==> config.mk <==
export PLATFORM = sky130hd
export DESIGN_NAME = cc_cond_unit
export DESIGN_NICKNAME = d
export VERILOG_FILES = /design/src/rtl/y86_pkg.sv /design/src/rtl/cc_cond_unit_cond_eval.sv /design/src/rtl/cc_cond_unit.sv
export SDC_FILE = /design/constraint.sdc
export NUM_CORES = 1
export LEC_CHECK = 0
export ABC_AREA = 0
export BUFFER_PORTS_ARGS = -buffer_cell sky130_fd_sc_hd__buf_2
export CORE_AREA = 2 2 39 41
export CTS_CLUSTER_DIAMETER = 60
export DETAILED_ROUTE_END_ITERATION = 10
export DIE_AREA = 0 0 41 43
export GPL_TIMING_DRIVEN = 1
export HOLD_SLACK_MARGIN = 0.12
export PLACE_DENSITY_LB_ADDON = 0.12
export SYNTH_ARGS = -nofsm -noshare
export SYNTH_HDL_FRONTEND = slang
export SYNTH_SLANG_ARGS = --single-unit
==> constraint.sdc <==
create_clock -name clk -period 1.65 [get_ports clk]
set_input_delay 0.0825 -clock clk [delete_from_list [all_inputs] [get_ports clk]]
set_output_delay 0.0825 -clock clk [all_outputs]
set_load 0.01 [all_outputs]
==> src/rtl/y86_pkg.sv <==
// y86_pkg
// Shared Y86-64 constants for the condition-code logic: jXX/cmovXX function
// codes, bit positions of the flags inside the packed {ZF,SF,OF} vector, and
// the state type of the condition-code unit FSM.
package y86_pkg;

  localparam logic [3:0] C_ALWAYS = 4'd0;
  localparam logic [3:0] C_LE     = 4'd1;
  localparam logic [3:0] C_L      = 4'd2;
  localparam logic [3:0] C_E      = 4'd3;
  localparam logic [3:0] C_NE     = 4'd4;
  localparam logic [3:0] C_GE     = 4'd5;
  localparam logic [3:0] C_G      = 4'd6;

  localparam int CC_ZF = 2;
  localparam int CC_SF = 1;
  localparam int CC_OF = 0;

  typedef enum logic {
    RUN    = 1'b0,
    HALTED = 1'b1
  } cc_state_t;

endpackage

==> src/rtl/cc_cond_unit_cond_eval.sv <==
// cond_eval
// Purely combinational jXX/cmovXX condition evaluator. Shared with the SEQ
// datapath, so it carries no state and no clock.
//   cc   in  3  flags {ZF,SF,OF}
//   ifun in  4  Y86 function code
//   cnd  out 1  condition result (0 for undefined codes)
//   bad  out 1  ifun is not a defined condition (> 6)
module cond_eval
  import y86_pkg::*;
(
  input  logic [2:0] cc,
  input  logic [3:0] ifun,
  output logic       cnd,
  output logic       bad
);

  logic zf;
  logic lt;

  assign zf = cc[CC_ZF];
  // Signed less-than after a subtract: sign differs from overflow.
  assign lt = cc[CC_SF] ^ cc[CC_OF];

  always_comb begin
    cnd = 1'b0;
    bad = 1'b0;
    case (ifun)
      C_ALWAYS: cnd = 1'b1;
      C_LE:     cnd = lt | zf;
      C_L:      cnd = lt;
      C_E:      cnd = zf;
      C_NE:     cnd = ~zf;
      C_GE:     cnd = ~lt;
      C_G:      cnd = ~lt & ~zf;
      default:  bad = 1'b1;
    endcase
  end

endmodule

==> src/rtl/cc_cond_unit.sv <==
// cc_cond_unit
// Execute-stage condition-code register and registered condition result.
// Latches ALU flags on OPq instructions and evaluates jXX/cmovXX against the
// committed flags.
//
// state  | meaning
// RUN    | normal operation: flag updates and condition evaluation
// HALTED | processor halted; outputs frozen, out_valid low, until rst_n
//
//   clk, rst_n        clock, async active-low reset
//   in_valid          instruction present in execute
//   set_cc, cc_in     OPq flag update request and ALU flags {ZF,SF,OF}
//   is_cond, ifun     jXX/cmovXX request and function code
//   stall             hold all state
//   exc_in            downstream exception: drop this cycle's flag update
//   halt              freeze the unit
//   cc_out            committed flags
//   out_valid, cnd, bad_ifun   registered condition result
module cc_cond_unit
  import y86_pkg::*;
#(
  parameter logic [2:0] CC_RESET = 3'b100
) (
  input  logic       clk,
  input  logic       rst_n,
  input  logic       in_valid,
  input  logic       set_cc,
  input  logic [2:0] cc_in,
  input  logic       is_cond,
  input  logic [3:0] ifun,
  input  logic       stall,
  input  logic       exc_in,
  input  logic       halt,
  output logic [2:0] cc_out,
  output logic       out_valid,
  output logic       cnd,
  output logic       bad_ifun
);

  cc_state_t  state_q;
  logic [2:0] cc_q;
  logic       out_valid_q;
  logic       cnd_q;
  logic       bad_q;

  logic       eval_cnd;
  logic       eval_bad;

  // Evaluated against the committed flags, so an OPq followed directly by a
  // jXX sees the OPq's flags without any bypass.
  cond_eval u_cond_eval (
    .cc   (cc_q),
    .ifun (ifun),
    .cnd  (eval_cnd),
    .bad  (eval_bad)
  );

  always_ff @(posedge clk or negedge rst_n) begin
    if (!rst_n) begin
      state_q     <= RUN;
      cc_q        <= CC_RESET;
      out_valid_q <= 1'b0;
      cnd_q       <= 1'b0;
      bad_q       <= 1'b0;
    end else begin
      case (state_q)
        RUN: begin
          if (halt) begin
            // Halt wins over stall and drops any concurrent flag update.
            state_q     <= HALTED;
            out_valid_q <= 1'b0;
          end else if (!stall) begin
            if (in_valid && set_cc && !exc_in) begin
              cc_q <= cc_in;
            end
            out_valid_q <= in_valid;
            if (in_valid) begin
              cnd_q <= is_cond & eval_cnd;
              bad_q <= is_cond & eval_bad;
            end
          end
        end
        HALTED: begin
          out_valid_q <= 1'b0;
        end
        default: begin
          state_q     <= RUN;
          out_valid_q <= 1'b0;
        end
      endcase
    end
  end

  assign cc_out    = cc_q;
  assign out_valid = out_valid_q;
  assign cnd       = cnd_q;
  assign bad_ifun  = bad_q;

endmodule

=== Word level (Yosys, flattened, before mapping) ===
Index checks and enable logic that the tools add are counted.

* Bits in registers: 7
* Input bits: 15
* Logic and storage cells: 36

* Eq/ne operators: 7
* Muxes and demuxes: 7
* Bitwise operators: 10
* Reductions and logical operators: 7

{| class="wikitable"
|+ Operators with widths
! operator !! number
|-
| 4-bit by 3-bit == test with 1-bit output (second input constant) || 3
|-
| 4-bit by 2-bit == test with 1-bit output (second input constant) || 2
|-
| 4-bit AND reduction || 2
|-
| 1-bit one-hot mux with 7 select lines || 1
|-
| 7-bit OR reduction || 1
|-
| 1-bit two-way mux || 5
|-
| 1-bit NOT || 5
|-
| 4-bit by 1-bit == test with 1-bit output (second input constant) || 1
|-
| 4-bit zero test || 1
|-
| 1-bit bitwise AND || 3
|-
| 3-bit != test (second input constant) || 1
|-
| 1-bit logical AND || 2
|-
| 1-bit one-hot mux with 2 select lines || 1
|-
| 1-bit zero test || 1
|-
| 1-bit bitwise OR || 1
|-
| 1-bit bitwise XOR || 1
|}

=== Logic depth before layout (Yosys ltp) ===
Gate-level depths: netlist (run 1).

* Word-level depth: 5
* Depth in mapped cells: 4
* Gate-level depth less buffers: 4

=== Hierarchy ===
From an unflattened synthesis (run 1), not the netlist that was laid out.

* Cell total of the unflattened synthesis: 32
* Area total of the unflattened synthesis: 376.6 um^2

{| class="wikitable"
|+ Modules (own cells, without submodules)
! module !! instances !! cells an instance !! area each (um^2) !! seq. area each (um^2)
|-
| cc_cond_unit || 1 || 21 || 286.5 || 176.4
|-
| cond_eval || 1 || 11 || 90.1 || 0.0
|}

=== Worst setup path after synthesis (run 1) ===
OpenSTA, ideal clock, no wires.

* Kind: register -> register
* Start: register state_q
* End: register cc_q[0], in the netlist cc_out[0]
* Data arrival time: 1.241 ns
* Required time: 1.525 ns
* Path slack: 0.284 ns
* Cell stages (with the launch flop): 4
* Period minus slack after synthesis: 1.366 ns
* Cells stage by stage: dfrtp_1 nor4b_4 nand3b_4 mux2_4

* Word-level cells in the longest chain between the ends: 2

{| class="wikitable"
|+ Ends and longest elaborated chain
! element !! line !! source
|-
| start, declared || cc_cond_unit.sv:40 || <nowiki>cc_state_t state_q;</nowiki>
|-
| start signal, assigned || cc_cond_unit.sv:60 || <nowiki>state_q <= RUN;</nowiki>
|-
| start signal, assigned || cc_cond_unit.sv:70 || <nowiki>state_q <= HALTED;</nowiki>
|-
| start signal, assigned || cc_cond_unit.sv:87 || <nowiki>state_q <= RUN;</nowiki>
|-
| 1-bit NOT (no line) || - ||
|-
| 4-bit AND reduction (no line) || - ||
|-
| end signal, assigned || cc_cond_unit.sv:74 || <nowiki>cc_q <= cc_in;</nowiki>
|-
| end, declared || cc_cond_unit.sv:41 || <nowiki>logic [2:0] cc_q;</nowiki>
|}

No other way between the ends.
A chain may end at the register's enable or synchronous reset.

=== Worst setup path after layout (run 1) ===
* Start: input halt
* End: register cc_q[0], in the netlist cc_out[0]

* Word-level cells in the longest chain between the ends: 2

{| class="wikitable"
|+ Ends and longest elaborated chain
! element !! line !! source
|-
| start, declared || cc_cond_unit.sv:33 || <nowiki>input logic halt,</nowiki>
|-
| 1-bit NOT (no line) || - ||
|-
| 4-bit AND reduction (no line) || - ||
|}

No other way between the ends.

==> impl_metrics.env, run 1 <==
export IMPL_synth_edff_count=0
export IMPL_antenna_found_initial=0
export IMPL_setup_ws_ns=0.190
export IMPL_dpl_worst_slack_ns=0.287
export IMPL_firstDrtPassIters=4
export IMPL_synth_area_leaders="dfrtp_1 (40%), mux2_4 (12%), a31oi_1 (8.3%)"
export IMPL_cp_arrival_ns=1.60
export IMPL_cp_end_kind="flop"
export IMPL_clk_pin_slew_ns=0.06
export IMPL_grt_pass1_wl_um=1530
export IMPL_vias=363
export IMPL_dp_cells=67
export IMPL_fin_setup_tns_ns=0
export IMPL_cts_tree="yes"
export IMPL_finalSetupViolCount=0
export IMPL_fin_cells=78
export IMPL_hold_viol=0
export IMPL_drv_cap=0
export IMPL_cts_buffers=3
export IMPL_clock_sinks=7
export IMPL_drc=0
export IMPL_post_dp_hpwl_um=746
export IMPL_nets=78
export IMPL_ys_warn_count=0
export IMPL_relSlewSlack_pct=77.7
export IMPL_start_util_pct=27.3
export IMPL_synth_cells=30
export IMPL_leakage_nw=0.321
export IMPL_clockBufferDepth=2
export IMPL_slew_viol_final=0
export IMPL_fin_crit_ns=1.46
export IMPL_multi_input_area_um2=194
export IMPL_ant_nets=0
export IMPL_max_freq_mhz=685
export IMPL_gr_total_overflow=0
export IMPL_fin_worst_skew_ns=0.0102
export IMPL_dieArea_um2=1760
export IMPL_cp_slowest_cell="dlygate4sd3_1"
export IMPL_gp_congestion=0.715
export IMPL_die_w_um=41
export IMPL_ctsRootBufferMaster="clkbuf_4"
export IMPL_drive_gt1_share_pct=53.2
export IMPL_grt_pass1_vias=384
export IMPL_crit_chain="dlygate4sd3_1 -> buf_2 -> nor4b_4 -> nand3b_4 -> mux2_4"
export IMPL_worstMarginPinSlew_ns=0.334
export IMPL_timing_hold_ws_ns=0.139
export IMPL_syn_area_um2=378
export IMPL_h_tree_depth=1
export IMPL_routed_wl_um=933
export IMPL_fp_row_count=14
export IMPL_rsz0062_at_grt="false"
export IMPL_synth_most_common_cell="dfrtp_1"
export IMPL_io_buffer_count=20
export IMPL_power_w=0.000398
export IMPL_syn_num_nets=45
export IMPL_synth_top_area_share_pct=39.7
export IMPL_grt_max_degree=8
export IMPL_crit_type="in2reg"
export IMPL_grt_usage_pct=13.1
export IMPL_synthTopCellsByCount="dfrtp_1 (6), a31oi_1 (5), mux2_4 (3), inv_1 (2), nand2_1 (2)"
export IMPL_hp_class="in2reg"
export IMPL_drt_iter0_markers=6
export IMPL_ys_async_sr_fraction_pct=100
export IMPL_syn_area_per_cell_um2=12.6
export IMPL_clk_latency_ns=0.25
export IMPL_cts_setup_buffers=0
export IMPL_p_per_area_nw_per_um2=660
export IMPL_ctsResizeCount=0
export IMPL_synth_main_ff_cell="dfrtp_1"
export IMPL_syn2layout_area_growth_pct=59.6
export IMPL_synth_cell_types=17
export IMPL_worstPathRequired_ns=1.79
export IMPL_start_kind="input port"
export IMPL_crit_path_max_incr_delay_ns=0.53
export IMPL_min_period_over_period_pct=88.5
export IMPL_nFillCells=132
export IMPL_cp_max_fo=4
export IMPL_yosys_area_top_type="dfrtp_1"
export IMPL_dieHeight_um=43
export IMPL_coreArea_um2=1380
export IMPL_antenna_cells=0
export IMPL_status="complete, no violations"
export IMPL_vias_per_cell=4.65
export IMPL_yosysSeqAreaShare_pct=46.7
export IMPL_wl_per_cell_um=12.0
export IMPL_ir_drop_v=0.000378
export IMPL_ff_latch_area_um2=176
export IMPL_ios=21
export IMPL_synth_seq_cells=7
[placed cells by master, fill, tap and decap left out, types with 2 or more instances in the layout]
cell | synthesis | final
dlygate4sd3_1 | 0 | 7
clkbuf_4 | 0 | 3
dfrtp_1 | 6 | 6
a31oi_1 | 5 | 5
mux2_4 | 3 | 3
buf_2 | 0 | 20
inv_1 | 2 | 2
nand2_1 | 2 | 2
[routing by layer]
metal | vias up | wire length, um | track usage, %
met4 | 0 | 0 | 5.33
met5 | - | 0 | 0
met3 | 0 | 70 | 6.81
met1 | 172 | 361 | 12.8
met2 | 15 | 502 | 21.9
li1 | 176 | - | -
[state kept, by name, indices dropped and copies added (netlist names)]
| signal | flops |
|---|---|
| out_valid | 1 |
| state_q | 1 |
| cnd | 1 |
| cc_out | 3 |
| bad_ifun | 1 |
[final cells by class]
class	instances	share of cell area, %
clock buffers	3	3.73
well taps	16	3.32
flip-flops and latches	7	29.3
multi-input cells	21	32.2
inverters	2	1.24
clock inverters	1	0.830
repair buffers	28	29.5
[cells by family (layout without fill, tap and decap cells)]
| family | Yosys count | after routing | share of synthesized area (%) |
|---|---|---|---|
| buf+inv | 2 | 34 | 1.99 |
| flops | 7 | 7 | 46.7 |
| simple gates | 8 | 8 | 20.5 |
| xor+xnor | 1 | 1 | 2.32 |
| compound gates | 8 | 8 | 13.9 |
| mux | 4 | 4 | 14.6 |
[worst paths after layout]
| kind | from | endpoint | slack [ns] | cells past startpoint |
|---|---|---|---|---|
| max in group asynchronous | rst_n | cc_out[2] | 1.23 | 2 |
| setup reg to reg | state_q | cc_out[0] | 0.31 | 3 |
| hold reg to reg | out_valid | out_valid | 0.54 | 2 |
| setup / recovery | halt | cc_out[0] | 0.19 | 5 |
| min in group asynchronous | rst_n | cnd | 0.19 | 2 |
| hold / removal | ifun[3] | bad_ifun | 0.14 | 3 |
[power breakdown]
group / internal (W) / switching [W]
logic: 0.0000369 / 0.0000267
clock network: 0.0000886 / 0.0000656
registers: 0.000177 / 0.00000328
total: 0.000302 / 0.0000956
[what timing repair did]
item | CTS | global route
hold endpoints to repair | 13 | 0
hold buffers | 7 | 0
setup endpoints to repair | 0 | 0
[worst max-delay path: cells and delay by family]
kind,cells,cell delay (ns)
multiplexers,1,0.31
buffers and inverters,2,0.67
AND/OR/NAND/NOR,2,0.53
[per-stage QoR]
step	utilization (%)	instance area (um^2)
6_report	43.6	603
5_1_grt	43.6	603
4_1_cts	43.6	603
3_5_place_dp	36.5	505
3_3_place_gp	36.5	505
2_1_floorplan	-	378
No activity file was read; power rests on OpenSTA's default activity.
==> inputs of run 2 (changes only) <==
Settings changed: BUFFER_PORTS_ARGS -buffer_cell sky130_fd_sc_hd__buf_2 to -buffer_cell sky130_fd_sc_hd__buf_4, PLACE_DENSITY set to 0.65, PLACE_DENSITY_LB_ADDON 0.12 to unset.
==> run 2 against run 1 <==
Effect of this change: register-to-register slack got worse by 0.03 ns; non-clock buffer count grew 1; largest cell class is now buffers; die area unchanged; fmax shrank 1.3%; critical path depth grew 2; total power increased by 4.0%; via count down 1.7%; core utilization increased by 4.2 points; sequential cell count unchanged.
==> impl_metrics.env, run 2 (synthesized netlist as in run 1, its figures left out) <==
export IMPL_drv_cap=0
export IMPL_cts_buffers=3
export IMPL_grt_pass1_wl_um=1310
export IMPL_vias=357
export IMPL_coreArea_um2=1380
export IMPL_cts_tree="yes"
export IMPL_ios=21
export IMPL_ff2ff_setup_slack_ns=0.28
export IMPL_grt_pass1_vias=330
export IMPL_final_common_cell="buf_4"
export IMPL_worstPathRequired_ns=1.78
export IMPL_nets=79
export IMPL_syn2layout_area_growth_pct=74.8
export IMPL_switchingPower_w=0.0000996
export IMPL_p_per_area_nw_per_um2=627
export IMPL_final_core_util_pct=47.7
export IMPL_h_tree_depth=1
export IMPL_clock_sinks=7
export IMPL_fin_crit_ns=1.48
export IMPL_die_w_um=41
export IMPL_min_period_over_period_pct=89.6
export IMPL_worstMarginPinSlew_ns=0.222
export IMPL_start_kind="input port"
export IMPL_clkPwrFrac_pct=38.5
export IMPL_gr_total_overflow=0
export IMPL_fin_cells=79
export IMPL_leakage_nw=0.340
export IMPL_cp_slowest_cell="dlygate4sd3_1"
export IMPL_wl_per_cell_um=10.5
export IMPL_cp_end_kind="flop"
export IMPL_status="complete, no violations"
export IMPL_antenna_found_initial=0
export IMPL_slew_viol_final=0
export IMPL_vias_per_cell=4.52
export IMPL_grt_usage_pct=11.7
export IMPL_clockBufferDepth=2
export IMPL_clk_pin_slew_ns=0.05
export IMPL_grt_max_degree=8
export IMPL_fin_worst_skew_ns=0.0135
export IMPL_dieHeight_um=43
export IMPL_start_util_pct=27.3
export IMPL_io_buffer_count=20
export IMPL_dpl_worst_slack_ns=0.180
export IMPL_fp_row_count=14
export IMPL_gp_congestion=0.676
export IMPL_routed_wl_um=831
export IMPL_p_seq_share_pct=43.5
export IMPL_crit_type="in2reg"
export IMPL_drive_gt1_share_pct=54.0
export IMPL_firstDrtPassIters=4
export IMPL_hp_class="in2reg"
export IMPL_crit_path_max_incr_delay_ns=0.53
export IMPL_switching_share_pct=24.1
export IMPL_hold_viol=0
export IMPL_drc=0
export IMPL_setup_ws_ns=0.171
export IMPL_max_freq_mhz=676
export IMPL_p_comb_share_pct=18.1
export IMPL_layout_common_cells="buf_4 (22), dlygate4sd3_1 (7), dfrtp_1 (6)"
export IMPL_relSlewSlack_pct=85.1
export IMPL_post_dp_hpwl_um=607
export IMPL_finalSetupViolCount=0
export IMPL_dieArea_um2=1760
export IMPL_antenna_cells=0
export IMPL_largest_reg_flops=3
export IMPL_ctsRootBufferMaster="clkbuf_4"
export IMPL_fin_setup_tns_ns=0
export IMPL_crit_chain="dlygate4sd3_1 -> buf_4 -> nor4b_4 -> buf_4 -> and2b_2 -> a31oi_1 -> a31oi_1"
export IMPL_ctsResizeCount=0
export IMPL_dp_cells=66
export IMPL_internal_power_w=0.000314
export IMPL_rsz0062_at_grt="false"
export IMPL_ir_drop_v=0.000373
export IMPL_ant_nets=0
export IMPL_drt_iter0_markers=1
export IMPL_clk_latency_ns=0.26
export IMPL_cp_max_fo=5
export IMPL_cp_arrival_ns=1.61
[run 2: changes by cell type in the layout (fill, tap and decap cells not counted)]
cell | before | now
buf_4 | 1 | 22
buf_2 | 20 | 0
[run 2: final timing paths]
kind	startpoint	to	cells after the start
setup / recovery	stall	cnd	7
hold / removal	ifun[3]	bad_ifun	3
setup reg to reg	state_q	cnd	5
hold reg to reg	out_valid	out_valid	2
max in group asynchronous	rst_n	cc_out[2]	2
min in group asynchronous	rst_n	out_valid	2
[run 2: layout make-up]
cell class              count  area (um^2)
clock buffers               3         22.5
inverters                   2         7.51
multi-input cells          21          194
clock inverters             1         5.00
fillers                   138          723
repair buffers             29          235
flip-flops and latches      7          176
well taps                  16         20.0
[run 2: metrics by stage]
step | hold slack [ns] | power, W | instance area (um^2)
after global routing | 0.137 | 0.000437 | 661
final | 0.125 | 0.000414 | 661
after detailed placement | -0.0997 | 0.000245 | 548
after global placement | -0.0996 | 0.000244 | 548
after CTS | 0.124 | 0.000421 | 646
after floorplan | -0.213 | 0.000201 | 378
[run 2: repair_timing]
item | CTS | global route
hold buffers | 7 | 0
endpoints found under the hold margin | 13 | 0
setup endpoints to repair | 0 | 1
setup buffers | 0 | 2
[run 2: layer usage]
layer	routed length [um]	vias to the layer above	GRT usage [%]
li1	-	180	-
met3	56	4	3.14
met1	360	159	13.8
met5	0	-	0
met2	380	14	15.6
met4	32	0	12.0
[run 2: power groups by stage]
stage               Clock [W]  Sequential [W]  Combinational (W)
CTS                  0.000166        0.000180          0.0000753
global placement            0        0.000183          0.0000614
finish               0.000159        0.000180          0.0000747
detailed placement          0        0.000183          0.0000622
global route         0.000175        0.000181          0.0000819
floorplan                   0        0.000185          0.0000158
[run 2: critical path: cells and delay by family]
family / cells / cell delay (ns)
compound gates: 2 / 0.18
buf+inv: 3 / 0.85
simple gates: 2 / 0.49
